**src/rtl/alu_exec_unit.sv**
```systemverilog
// Single-cycle ALU execution unit with a 2-entry result buffer between the
// operand handshake and the writeback handshake. Define ALU_EXEC_OVF_EN to add out_overflow.
module alu_exec_unit #(
    parameter int WIDTH = 32
) (
    input  logic             clk,
    input  logic             rst_n,
    input  logic             in_valid,
    output logic             in_ready,
    input  logic [3:0]       in_op,
    input  logic [WIDTH-1:0] in_a,
    input  logic [WIDTH-1:0] in_b,
    output logic             out_valid,
    input  logic             out_ready,
    output logic [WIDTH-1:0] out_result,
    output logic             out_zero,
`ifdef ALU_EXEC_OVF_EN
    output logic             out_overflow,
`endif
    output logic             out_illegal
);

    localparam logic [3:0] OP_AND = 4'b0000;
    localparam logic [3:0] OP_OR  = 4'b0001;
    localparam logic [3:0] OP_ADD = 4'b0010;
    localparam logic [3:0] OP_SUB = 4'b0110;
    localparam logic [3:0] OP_SLT = 4'b0111;
    localparam logic [3:0] OP_XOR = 4'b1100;

    // Handshakes: a transfer happens on a rising edge where valid && ready.
    // in_ready depends only on registered count, so out_ready never reaches it.
    logic             push;
    logic             pop;
    logic [1:0]       count;
    logic             head;
    logic             tail;

    logic [WIDTH-1:0] res_mem [2];
    logic             zero_mem [2];
    logic             ill_mem [2];

    logic [WIDTH-1:0] alu_res;
    logic [WIDTH-1:0] sum;
    logic [WIDTH-1:0] diff;
    logic             alu_ill;
    logic             slt_bit;

    assign sum     = in_a + in_b;
    assign diff    = in_a - in_b;
    assign slt_bit = ($signed(in_a) < $signed(in_b));

    always_comb begin
        alu_res = '0;
        alu_ill = 1'b0;
        case (in_op)
            OP_AND:  alu_res = in_a & in_b;
            OP_OR:   alu_res = in_a | in_b;
            OP_ADD:  alu_res = sum;
            OP_SUB:  alu_res = diff;
            OP_SLT:  alu_res = {{(WIDTH-1){1'b0}}, slt_bit};
            OP_XOR:  alu_res = in_a ^ in_b;
            default: alu_ill = 1'b1;
        endcase
    end

`ifdef ALU_EXEC_OVF_EN
    logic alu_ovf;
    logic ovf_mem [2];

    always_comb begin
        alu_ovf = 1'b0;
        if (in_op == OP_ADD)
            alu_ovf = (in_a[WIDTH-1] == in_b[WIDTH-1]) && (sum[WIDTH-1] != in_a[WIDTH-1]);
        else if (in_op == OP_SUB)
            alu_ovf = (in_a[WIDTH-1] != in_b[WIDTH-1]) && (diff[WIDTH-1] != in_a[WIDTH-1]);
    end

    always_ff @(posedge clk or negedge rst_n) begin
        if (!rst_n) begin
            ovf_mem[0] <= 1'b0;
            ovf_mem[1] <= 1'b0;
        end else if (push) begin
            ovf_mem[tail] <= alu_ovf;
        end
    end

    assign out_overflow = ovf_mem[head];
`endif

    assign in_ready  = (count < 2'd2);
    assign out_valid = (count != 2'd0);
    assign push      = in_valid && in_ready;
    assign pop       = out_valid && out_ready;

    always_ff @(posedge clk or negedge rst_n) begin
        if (!rst_n) begin
            head  <= 1'b0;
            tail  <= 1'b0;
            count <= 2'd0;
            for (int i = 0; i < 2; i++) begin
                res_mem[i]  <= '0;
                zero_mem[i] <= 1'b0;
                ill_mem[i]  <= 1'b0;
            end
        end else begin
            if (push) begin
                res_mem[tail]  <= alu_res;
                zero_mem[tail] <= (alu_res == '0);
                ill_mem[tail]  <= alu_ill;
                tail           <= ~tail;
            end
            if (pop)
                head <= ~head;
            case ({push, pop})
                2'b10:   count <= count + 2'd1;
                2'b01:   count <= count - 2'd1;
                default: count <= count;
            endcase
        end
    end

    // Empty buffer still drives the (cleared or stale) head entry, never X.
    assign out_result  = res_mem[head];
    assign out_zero    = zero_mem[head];
    assign out_illegal = ill_mem[head];

endmodule

```
**config.mk**
```make
export PLATFORM = sky130hd
export DESIGN_NAME = alu_exec_unit
export DESIGN_NICKNAME = d
export VERILOG_FILES = /design/src/rtl/alu_exec_unit.sv
export SDC_FILE = /design/constraint.sdc
export NUM_CORES = 1
export LEC_CHECK = 0
export BUFFER_PORTS_ARGS = -buffer_cell sky130_fd_sc_hd__buf_2
export CAP_MARGIN = 20
export CORE_MARGIN = 5
export CORE_UTILIZATION = 45
export DETAILED_ROUTE_END_ITERATION = 8
export HOLD_SLACK_MARGIN = 0.15
export SLEW_MARGIN = 20
export SYNTH_ARGS = -nofsm -noshare
export SYNTH_HDL_FRONTEND = slang
export SYNTH_SLANG_ARGS = --single-unit
```
**constraint.sdc**
```tcl
create_clock -name clk -period 3.3 [get_ports clk]
set_clock_uncertainty 0.1 [all_clocks]
set_input_delay 0.33 -clock clk [delete_from_list [all_inputs] [get_ports clk]]
set_output_delay 0.33 -clock clk [all_outputs]
set_load 0.05 [all_outputs]
```
==> impl_metrics.env <==
export IMPL_dieArea_um2=22400
export IMPL_syn_inst=1132
export IMPL_cp_num_cells=15
export IMPL_pin_count=108
export IMPL_leakage_nw=6.10
export IMPL_rrSetupSlack_ns=1.31
export IMPL_syn_num_nets=1305
export IMPL_cp_required_ns=3.43
export IMPL_ys_flop_type="dfrtp_1"
export IMPL_clk_path_buf_depth=2
export IMPL_seqCellArea_um2=1800
export IMPL_r2r_cells=5
export IMPL_worst_slew_pin_slew_ns=0.851
export IMPL_crit_path_end_kind="register"
export IMPL_core_um2=19300
export IMPL_critPathBufInv=3
export IMPL_synthToLayoutAreaGrowth_pct=42.9
export IMPL_p_per_area_nw_per_um2=492
export IMPL_power_mw=6.19
export IMPL_antenna_found_initial=0
export IMPL_synth_xor_area_share_pct=1.29
export IMPL_grt_max_degree=69
export IMPL_die_x_um=150
export IMPL_synthAdderAreaFrac_pct=14.5
export IMPL_path_common_cell="or4_4"
export IMPL_crit_type="primary input to register"
export IMPL_cp_slowest_cell="or4_4"
export IMPL_setup_tns_ns=-0.329
export IMPL_clk_latency_ns=0.33
export IMPL_yosysUniqueCellTypes=98
export IMPL_hold_class="primary input to register"
export IMPL_maxCapViolCount=0
export IMPL_num_vias=9907
export IMPL_synth_edf_count=0
export IMPL_busiest_layer="met2"
export IMPL_peakVddDrop_uv=319
export IMPL_critPathArrivalTime_ns=3.61
export IMPL_critical_path_cell_chain="buf_2 > inv_1 > ha_1 > buf_4 > nand2_1 > o21a_1 > o221ai_2 > or4_4 > a31oi_4 > o311a_1 > nor2_1 > a211oi_2 > nand4_1 > or4_4 > o31ai_4"
export IMPL_drt_pass1_iter_count=7
export IMPL_yosysWarnings=0
export IMPL_seq_area_frac_synth_pct=20.5
export IMPL_routedWlPerCell_um=17.6
export IMPL_crit_family="simple AND/OR/NAND/NOR gates"
export IMPL_synth_top_family_by_area="compound AO/OA/AOI/OAI gates"
export IMPL_grtUsageMet1_pct=39.4
export IMPL_overflow=0
export IMPL_relSlewSlack_pct=42.8
export IMPL_num_rows=51
export IMPL_grt_usage_pct=27.8
export IMPL_fin_crit_sh_pct=105
export IMPL_synth_mux_area_share_pct=5.96
export IMPL_drt_iter0_markers=892
export IMPL_synth_compound_area_share_pct=29.2
export IMPL_fin_cells=1785
export IMPL_setup_viol_count_final=2
export IMPL_synth_area_um2=8790
export IMPL_cts_buffers=9
export IMPL_gp_congestion=0.972
export IMPL_hold_path_end="head"
export IMPL_cts_max_level=3
export IMPL_reg2reg_to="res_mem[1]"
export IMPL_clk_pin_slew_worst_paths_ns=0.06
export IMPL_fmax_ghz=0.288
export IMPL_drive_gt1_share_pct=39.0
export IMPL_die_y_um=150
export IMPL_cts_tree="done"
export IMPL_multi_input_area_um2=6640
export IMPL_clkSinkCount=72
export IMPL_wl_um=31400
export IMPL_grt_pass1_vias=9703
export IMPL_hpwl_um=25700
export IMPL_ys_ff_latch=72
export IMPL_drc=0
export IMPL_grtUsageMet3_pct=3.42
export IMPL_fillCellCount=1761
export IMPL_dp_cells=1751
export IMPL_root_buffer="clkbuf_16"
export IMPL_avgSynthCellArea_um2=7.77
export IMPL_violations="negative setup slack"
export IMPL_slowest_delay_ns=0.54
export IMPL_min_from="out_ready"
export IMPL_portBuffers=107
export IMPL_slew_viol_final=0
export IMPL_path_max_fanout=5
export IMPL_r2r_start="count[1]"
export IMPL_min_path_cells=3
export IMPL_start_kind="primary input"
export IMPL_finalHoldViolations=0
export IMPL_setup_slack_ns=-0.177
export IMPL_ant_nets=0
export IMPL_post_drt_via_cell_ratio=5.55
export IMPL_async_flop_share_pct=100
export IMPL_rsz0062_at_grt="yes"
export IMPL_synth_simple_gate_area_share_pct=20.5
export IMPL_start_util_pct=45.5
export IMPL_final_nets=1687
export IMPL_grt_first_pass_wirelength_um=50400
export IMPL_fin_crit_ns=3.48
export IMPL_status="finished with violations"
export IMPL_grtUsageMet2_pct=45.1
## sequential cells by signal, summed over array words and instances, names as in the netlist
| signal | flops |
|---|---|
| count | 2 |
| ill_mem | 2 |
| zero_mem | 2 |
| head | 1 |
| tail | 1 |
| res_mem | 64 |
## metal layers
layer / part of all wire [%] / vias to the layer above
met5: 0 / -
li1: - / 4838
met1: 46 / 4630
met2: 45 / 384
met4: 2.1 / 0
met3: 6.7 / 55
## through the flow
step	hold WS [ns]	setup WS, ns	cell area (um2)	util, %
2_1_floorplan	-0.0656	-0.0444	8830	-
3_3_place_gp	0.279	-0.661	11800	61.2
3_5_place_dp	0.276	-0.738	11800	61.2
4_1_cts	0.238	-0.127	12400	64.2
6_report	0.249	-0.177	12600	65.0
5_1_grt	0.257	-0.352	12600	65.0
## cells in the mapped netlist (14+ instances only)
cell type | number | area share, %
a211oi_1 | 19 | 1.6
a21oi_1 | 71 | 4.0
buf_2 | 19 | 1.1
clkbuf_1 | 38 | 1.6
dfrtp_1 | 72 | 20
ha_1 | 99 | 14
inv_1 | 98 | 4.2
mux2_2 | 35 | 4.5
nand2_1 | 129 | 5.5
nand3_1 | 21 | 1.2
nand4_1 | 14 | 1.0
nor2_1 | 76 | 3.2
nor2b_1 | 15 | 1.1
nor3_1 | 27 | 1.5
o21ai_0 | 97 | 5.5
## tightest hold or removal path: cells and delay by family
kind                      cells  cell delay, ns
xor gates and xnor gates      1            0.08
and+or+nand+nor               1            0.15
buffers and inverters         1            0.07
## how the worst max path moves through the flow
| stage | startpoint | slack, ns | endpoint |
|---|---|---|---|
| final | in_a[9] | -0.18 | zero_mem[0] |
| after global routing | in_a[2] | -0.35 | zero_mem[0] |
| after CTS | in_a[1] | -0.13 | zero_mem[0] |
| after detailed placement | in_a[1] | -0.74 | zero_mem[1] |
| after global placement | in_a[1] | -0.66 | zero_mem[1] |
| after floorplan | in_a[0] | -0.04 | zero_mem[0] |
## report_power, final
| group | switching, mW | total [mW] | internal (mW) |
|---|---|---|---|
| logic | 2.40 | 3.82 | 1.41 |
| registers | 0.191 | 1.47 | 1.28 |
| clock network | 0.352 | 0.901 | 0.549 |
## area by class of cell
cell class | instances | area share (%)
multi-input cells | 891 | 52.9
clock buffers | 12 | 2.04
repair buffers | 441 | 24.9
clock inverters | 4 | 0.229
diodes | 1 | 0.0199
well taps | 265 | 2.64
inverters | 99 | 3.01
flip-flops and latches | 72 | 14.3
## kinds of logic after synthesis
logic type,Yosys count
flip-flops,72
AO/OA/AOI/OAI,367
AND/OR/NAND/NOR,362
adder cells (fa/ha/maj),101
multiplexers,48
XOR/XNOR,13
buffers and inverters,169
## what timing repair did
item	4_1_cts	5_1_grt
resized for setup	43	29
buffers inserted	12	4
hold buffers	1	0
hold endpoints to repair	26	0
pin swaps	26	9
endpoints found under the setup margin	2	6
cloned	0	0
## layout by cell type (no fill, tap or decap), types with 5 or more instances in the layout
master,netlist,layout
buf_4,5,329
nand2_1,129,128
buf_2,19,103
inv_1,98,91
o21ai_0,97,91
ha_1,99,91
nor2_1,76,74
dfrtp_1,72,72
a21oi_1,71,66
mux2_2,35,35
nor3_1,27,25
nand3_1,21,19
a211oi_1,19,15
nor2b_1,15,14
nand4_1,14,14
mux2i_1,13,13
xnor2_1,12,12
nand2b_1,12,12
o21bai_1,12,12
o211ai_1,12,12
o21ai_1,8,12
a31oi_1,11,11
or3_1,10,10
o31ai_1,13,10
a21oi_2,6,9
clkbuf_16,0,9
and2_1,8,8
a21o_1,8,8
a221oi_1,8,7
o22ai_1,7,7
a211oi_2,4,7
inv_2,1,6
a22oi_1,6,6
o221ai_1,8,6
ha_4,0,6
or2_2,6,5
o2111ai_1,5,5
o31a_1,5,5
and3_1,6,5
No activity file was read; power rests on OpenSTA's default activity.
